`config.mk`:
```
export PLATFORM = sky130hd
export DESIGN_NAME = mult_sequencer
export DESIGN_NICKNAME = d
export VERILOG_FILES = /design/src/rtl/mult_sequencer.sv
export SDC_FILE = /design/constraint.sdc
export NUM_CORES = 1
export LEC_CHECK = 0
export CAP_MARGIN = 0
export CORE_MARGIN = 5
export CORE_UTILIZATION = 30
export CTS_CLUSTER_SIZE = 30
export DETAILED_ROUTE_END_ITERATION = 8
export GPL_TIMING_DRIVEN = 0
export MAX_ROUTING_LAYER = met4
export PLACE_DENSITY = 0.53
export SLEW_MARGIN = 15
export SYNTH_ARGS = -nofsm -noshare
export SYNTH_HDL_FRONTEND = slang
export SYNTH_SLANG_ARGS = --single-unit
```
`constraint.sdc`:
```
create_clock -name clk -period 2.23 [get_ports clk]
set_clock_uncertainty 0.1 [all_clocks]
set_input_delay 0.446 -clock clk [delete_from_list [all_inputs] [get_ports clk]]
set_output_delay 0.446 -clock clk [all_outputs]
set_load 0.01 [all_outputs]
```
`src/rtl/mult_sequencer.sv`:
```
// Control unit for a shift-and-add multiplier: sequences load, WIDTH test/add and
// shift iterations, then holds done until the requester acknowledges.
module mult_sequencer #(
    parameter int WIDTH = 8,
    parameter int CW    = $clog2(WIDTH)
) (
    input  logic          clk,
    input  logic          reset,
    input  logic          start,
    input  logic          multiplier_lsb,
    input  logic          ack,
    output logic          loaddata,
    output logic          add_en,
    output logic          shift_en,
    output logic          busy,
    output logic          done,
    output logic [CW-1:0] bit_count
);

    typedef enum logic [2:0] {
        S_IDLE  = 3'd0,
        S_LOAD  = 3'd1,
        S_TEST  = 3'd2,
        S_SHIFT = 3'd3,
        S_DONE  = 3'd4
    } state_t;

    localparam logic [CW-1:0] LAST_IDX = CW'(WIDTH - 1);
    localparam logic [CW-1:0] ONE_IDX  = CW'(1);

    state_t        state_q, state_d;
    logic [CW-1:0] bit_count_q, bit_count_d;
    logic          loaddata_q, loaddata_d;
    logic          test_q, test_d;
    logic          shift_en_q, shift_en_d;
    logic          busy_q, busy_d;
    logic          done_q, done_d;

    // Next-state, iteration counter and next-state output decode
    always_comb begin
        state_d     = state_q;
        bit_count_d = bit_count_q;
        case (state_q)
            S_IDLE: begin
                if (start) begin
                    state_d = S_LOAD;
                end else begin
                    state_d = S_IDLE;
                end
            end
            S_LOAD: begin
                state_d     = S_TEST;
                bit_count_d = {CW{1'b0}};
            end
            S_TEST: begin
                state_d = S_SHIFT;
            end
            S_SHIFT: begin
                // Counter saturates on the last iteration so it reads WIDTH-1 in S_DONE
                if (bit_count_q == LAST_IDX) begin
                    state_d = S_DONE;
                end else begin
                    state_d     = S_TEST;
                    bit_count_d = bit_count_q + ONE_IDX;
                end
            end
            S_DONE: begin
                if (ack) begin
                    state_d     = S_IDLE;
                    bit_count_d = {CW{1'b0}};
                end else begin
                    state_d = S_DONE;
                end
            end
            default: begin
                state_d     = S_IDLE;
                bit_count_d = {CW{1'b0}};
            end
        endcase

        // Outputs are decoded from the next state so the flops track the state register
        loaddata_d = (state_d == S_LOAD);
        test_d     = (state_d == S_TEST);
        shift_en_d = (state_d == S_SHIFT);
        busy_d     = (state_d == S_LOAD) || (state_d == S_TEST) || (state_d == S_SHIFT);
        done_d     = (state_d == S_DONE);
    end

    // State, counter and registered output flops; reset clears all immediately
    always_ff @(posedge clk or negedge reset) begin
        if (!reset) begin
            state_q     <= S_IDLE;
            bit_count_q <= {CW{1'b0}};
            loaddata_q  <= 1'b0;
            test_q      <= 1'b0;
            shift_en_q  <= 1'b0;
            busy_q      <= 1'b0;
            done_q      <= 1'b0;
        end else begin
            state_q     <= state_d;
            bit_count_q <= bit_count_d;
            loaddata_q  <= loaddata_d;
            test_q      <= test_d;
            shift_en_q  <= shift_en_d;
            busy_q      <= busy_d;
            done_q      <= done_d;
        end
    end

    // add_en must follow the live multiplier LSB during the test cycle
    assign add_en    = test_q & multiplier_lsb;
    assign loaddata  = loaddata_q;
    assign shift_en  = shift_en_q;
    assign busy      = busy_q;
    assign done      = done_q;
    assign bit_count = bit_count_q;

endmodule

```
==> results of run 1 <==
[final timing paths]
| path | endpoint | slack (ns) | depth (start not counted) |
|---|---|---|---|
| worst max-delay path | add_en | 0.16 | 3 |
| worst min-delay path | done | 0.40 | 1 |
| worst max register to register | test_q | 0.54 | 5 |
| worst min register to register | bit_count[1] | 0.44 | 1 |
| max in group asynchronous | bit_count[0] | 1.30 | 1 |
| min in group clk | bit_count[1] | 0.44 | 1 |
[layer usage]
layer	up-vias	share of wire, %
li1	169	-
met1	179	42
met2	10	48
met3	2	8.9
met4	0	0.75
met5	-	0
[report_power, final]
part           leakage (nW)  total (mW)  switching [mW]  internal [mW]
clock                0.0150       0.131          0.0621         0.0691
combinational         0.127       0.361           0.147          0.213
sequential            0.132       0.348          0.0725          0.275
[registers in the layout, summed over array words and instances (netlist names)]
signal     cells
test_q         1
busy           1
done           1
state_q        3
loaddata       1
bit_count      3
shift_en       1
[worst register-to-register path: cells and delay by family, from the launching register on]
family | cells | cell delay (ns)
and+or+nand+nor | 2 | 0.38
AOI/OAI and AO/OA | 1 | 0.28
DFF | 1 | 0.42
adders and majority gates | 2 | 0.45
[cells by family after synthesis]
group / share of synthesized area (%)
buffers and inverters: 0.778
flip-flops: 57.1
adder cells (fa/ha/maj): 5.19
AO/OA/AOI/OAI: 18.4
AND/OR/NAND/NOR: 18.4
[cells in the mapped netlist]
library cell / instances / area, um^2
inv_1: 1 / 3.75
a22o_2: 2 / 20.0
a21boi_0: 1 / 7.51
o21ai_0: 2 / 10.0
nor2b_1: 1 / 6.26
dfrtp_1: 11 / 275
a22o_1: 2 / 17.5
or2_1: 1 / 6.26
o21ai_1: 1 / 5.00
a211oi_2: 1 / 12.5
o21a_2: 1 / 8.76
nor3b_1: 1 / 7.51
o21bai_1: 1 / 7.51
nor2b_2: 1 / 8.76
nor3_1: 1 / 5.00
nor2_1: 2 / 7.51
nor3b_2: 1 / 12.5
nor4b_1: 1 / 8.76
ha_1: 2 / 25.0
and2_1: 3 / 18.8
and2_2: 1 / 7.51
[final cells by class]
type	count	area (um^2)
fillers	148	858
multi-input cells	26	203
repair buffers	12	120
flip-flops and latches	11	275
inverters	1	3.75
clock buffers	4	26.3
well taps	16	20.0
[through the flow]
stage / hold WS (ns) / util (%) / setup slack, ns / cell area (um^2) / instances
floorplan: 0.0504 / - / 0.649 / 482 / 38
global placement: 0.412 / 41.3 / 0.151 / 622 / 66
detailed placement: 0.423 / 41.3 / 0.161 / 622 / 66
CTS: 0.421 / 43.0 / 0.157 / 648 / 70
global route: 0.459 / 43.0 / 0.142 / 648 / 70
finish: 0.403 / 43.0 / 0.164 / 648 / 70
==> out/qor.csv, run 1 <==
metric,value,unit
fraction of final layout cells with drive strength greater than 1,18.5,%
"antenna viol nets, final",0,
GR Util met1,9.04,%
type of element launching the critical path,primary input,
worst reg2reg path startpoint,bit_count[0],
area of the die,0.00251,mm^2
Yosys Warn Count,0,
maximum number of pins on one net before global-route repair,12,
number of I/O pins,13,
Pwr Total,0.840,mW
Core Region,0.00151,mm^2
Slew HR,68.2,%
Post CTS Setup Buffer Count,0,
sequential fraction of the synthesis area,57.1,%
Hold Crit Class,primary input to asynchronous set/reset pin,
aggregate routed wire length,934,um
CP cell instances,clkdlybuf4s50_1 -> and2_1 -> clkdlybuf4s50_1,
H-tree Lvls,1,
clock tree from TritonCTS,done,
VDD IR-drop max,0.000466,V
power density over the cells,1300,mW/mm^2
drt drc,0,
number of max-capacitance violations reported,0,
"top library cells by usage in the layout, fill and taps aside","clkdlybuf4s50_1 (12), dfrtp_1 (11), and2_1 (3), clkbuf_4 (3)",
GR met2 Demand/Resource,14.2,%
quantity of hold-fixing buffers added after cts,0,
leakage component of the power,0.275,nW
number of optimization iterations in the first detailed-route pass,4,
Critical Path End Type,primary output,
count of final max-slew check failures,0,
initial antenna violation count,0,
Worst path top cell family by delay,buffers and inverters,
critical path's largest stage delay,0.52,ns
met3 Resource Use GR,3.92,%
clock edge transition at the registers on the reported setup and hold paths,0.07,ns
Tcrit/Tclk final,92.7,%
DRT iter0 DRCs,9,
"leading cell type in the layout, fill and taps excluded",clkdlybuf4s50_1,
critical path buffer and inverter count,2,
transition at the pin with the smallest max-transition slack,0.475,ns
unrepaired setup endpoints after global routing,false,
cell chosen for the clock root,clkbuf_4,
Critical-path top delay cell,clkdlybuf4s50_1,
die span in y,50.1,um
final setup violating endpoints,0,
routability congestion estimate,0.705,
chip width,50.1,um
growth of design area from synthesis to finish,34.5,%
vias per cell,5.14,
crit path time final,2.07,ns
#FFs+latches synth,11,
wire length per cell,13.3,um
CTS-repair resized insts,0,
achievable clock frequency,0.484,GHz
via count of the first global-routing pass,402,
layer carrying the most global-route usage,met2,
outcome,"complete, no violations",
peak fanout along the critical path,1,
GRT Resource Usage Total,8.79,%
first-pass GRT wire length,1.68,mm
clock buffer count from CTS,3,
clock insertion delay at the later pin of the skew report,0.26,ns
mean instance size in the synthesized netlist,12.7,um^2
library cells used by synthesis,21,
GRT overflow,0,
first element of the critical path,multiplier_lsb,
classification of the worst setup path,primary input to primary output,
Syn Nets,45,
gate count of the mapped netlist,38,
arrival time worst endpoint,1.52,ns
total number of vias,360,
maximum count of clock buffers along a single path,2,
antenna diode count,0,
row cnt,14,
starting density of the core,32.0,%
Port Buffers,12,
summed instance area of the synthesized netlist,482,um^2
critical path required time,1.68,ns
CP dominant cell by count,clkdlybuf4s50_1,
clk sinks,11,
setup tns final,0,ns
number of failing hold endpoints at the final stage,0,
final-stage net count,62,
Final HPWL DP,724,um
(Power assumes the default switching activity.)
==> inputs of run 2 (changes only) <==
--- a/config.mk
+++ b/config.mk
@@ -6,7 +6,6 @@
 export NUM_CORES = 1
 export LEC_CHECK = 0
 export CAP_MARGIN = 0
-export CORE_MARGIN = 5
 export CORE_UTILIZATION = 30
 export CTS_CLUSTER_SIZE = 30
 export DETAILED_ROUTE_END_ITERATION = 8
==> constraint.sdc (replaced) <==
create_clock -name clk -period 2.6 [get_ports clk]
set_clock_uncertainty 0.1 [all_clocks]
set_input_delay 0.52 -clock clk [delete_from_list [all_inputs] [get_ports clk]]
set_output_delay 0.52 -clock clk [all_outputs]
set_load 0.01 [all_outputs]
==> run 2 against run 1 <==
Worst hold slack improved by 0.040 ns. Sequential share of layout area is the same. Critical endpoint unchanged. Register-to-register slack better by 0.35 ns. Cell count unchanged. Power fell by 14%. Non-clock buffer count unchanged. Largest cell class unchanged. Sequential power shrank 14%. Clock power shrank 12%.
==> out/qor.csv, run 2 (same netlist as run 1, synthesis figures left out) <==
metric,value,unit
"count of placed standard cells in the final layout, fillers left out",70,
setup tns final,0,ns
die span in y,42.1,um
arrival time worst endpoint,1.60,ns
fraction of final layout cells with drive strength greater than 1,18.5,%
Final HPWL DP,672,um
cell chosen for the clock root,clkbuf_4,
crit path time final,2.22,ns
H-tree Lvls,1,
wire length per cell,13.1,um
Post CTS Setup Buffer Count,0,
CP dominant cell by count,clkdlybuf4s50_1,
initial antenna violation count,0,
critical path buffer and inverter count,2,
classification of the worst setup path,primary input to primary output,
"antenna viol nets, final",0,
starting density of the core,32.0,%
"Non-Filler Cell Area, Final",648,um^2
clock edge transition at the registers on the reported setup and hold paths,0.07,ns
placed cell areas,622,um^2
clock buffer count from CTS,3,
Worst path top cell family by delay,buffers and inverters,
CTS-repair resized insts,0,
switching part of the total,34.2,%
clk sinks,11,
"top library cells by usage in the layout, fill and taps aside","clkdlybuf4s50_1 (12), dfrtp_1 (11), and2_1 (3), clkbuf_4 (3)",
"leading cell type in the layout, fill and taps excluded",clkdlybuf4s50_1,
chip width,42.1,um
critical path required time,1.98,ns
placed instance count,66,
number of I/O pins,13,
aggregate routed wire length,917,um
vias per cell,5.16,
fraction of power consumed by the clock network,15.9,%
area of the die,0.00177,mm^2
final setup violating endpoints,0,
leakage component of the power,0.275,nW
critical path's largest stage delay,0.52,ns
Hold Crit Class,flop to flop,
final-stage net count,62,
share of power burned in registers,41.1,%
maximum count of clock buffers along a single path,2,
quantity of hold-fixing buffers added after cts,0,
DRT iter0 DRCs,6,
number of max-capacitance violations reported,0,
number of cells on the critical path,3,
Tcrit/Tclk final,85.4,%
Slew HR,68.5,%
Core Region,0.00151,mm^2
transition at the pin with the smallest max-transition slack,0.471,ns
row cnt,14,
drt drc,0,
unrepaired setup endpoints after global routing,false,
power density over the cells,1120,mW/mm^2
Critical-path top delay cell,clkdlybuf4s50_1,
number of optimization iterations in the first detailed-route pass,4,
growth of design area from synthesis to finish,34.5,%
count of final max-slew check failures,0,
GRT Resource Usage Total,11.9,%
clock tree from TritonCTS,done,
cells on worst reg2reg path,5,
Port Buffers,12,
number of failing hold endpoints at the final stage,0,
type of element launching the critical path,primary input,
outcome,"complete, no violations",
Internal,0.478,mW
first-pass GRT wire length,1.54,mm
GRT overflow,0,
total number of vias,361,
hold-critical path depth,1,
routability congestion estimate,0.793,
net switching power of the design,0.248,mW
clock insertion delay at the later pin of the skew report,0.26,ns
Critical Path End Type,primary output,
CP cell instances,clkdlybuf4s50_1 -> and2_1 -> clkdlybuf4s50_1,
antenna diode count,0,
Post-Route Utilization,43.0,%
logic gate share of total power,43.0,%
maximum number of pins on one net before global-route repair,12,
hold slack final,0.443,ns
VDD IR-drop max,0.000497,V
achievable clock frequency,0.451,GHz
peak fanout along the critical path,1,
via count of the first global-routing pass,365,
## run 2: power groups by stage
stage	combinational (mW)	clock, mW	sequential [mW]
4_1_cts	0.317	0.120	0.298
3_5_place_dp	0.313	0	0.301
2_1_floorplan	0.170	0	0.306
6_report	0.312	0.115	0.298
3_3_place_gp	0.301	0	0.296
5_1_grt	0.348	0.126	0.308
## run 2: worst paths after layout
kind,from,endpoint,slack (ns)
worst max register to register,bit_count[0],test_q,0.89
min in group asynchronous,reset,done,0.47
worst min-delay path,bit_count[1],bit_count[1],0.44
worst max-delay path,multiplier_lsb,add_en,0.38
max in group asynchronous,reset,bit_count[0],1.60
worst min register to register,bit_count[1],bit_count[1],0.44
## run 2: metal layers
| metal | global-route usage, % | vias up | share of wire, % |
|---|---|---|---|
| li1 | - | 171 | - |
| met1 | 14.7 | 178 | 44 |
| met2 | 17.5 | 12 | 50 |
| met3 | 3.02 | 0 | 6.5 |
| met4 | 7.50 | 0 | 0 |
| met5 | - | - | 0 |
## run 2: metrics by stage
step                      worst slack, ns  total power, mW
after global placement              0.380            0.597
after floorplan                      1.02            0.475
after global routing                0.345            0.783
final                               0.381            0.726
after detailed placement            0.378            0.614
after CTS                           0.372            0.735
## run 2: worst register-to-register path: cells and delay by family, from the launching register on
kind                     cells  cell delay [ns]
AO/OA/AOI/OAI                1             0.28
flip-flops                   1             0.42
AND/OR/NAND/NOR              2             0.38
adder cells (fa/ha/maj)      2             0.46
## run 2: layout make-up
class,instances,area [um^2]
Timing Repair Buffer,12,120
Clock buffer,4,26.3
Tap cell,16,20.0
Sequential cell,11,275
Fill cell,152,858
Multi-Input combinational cell,26,203
Inverter,1,3.75
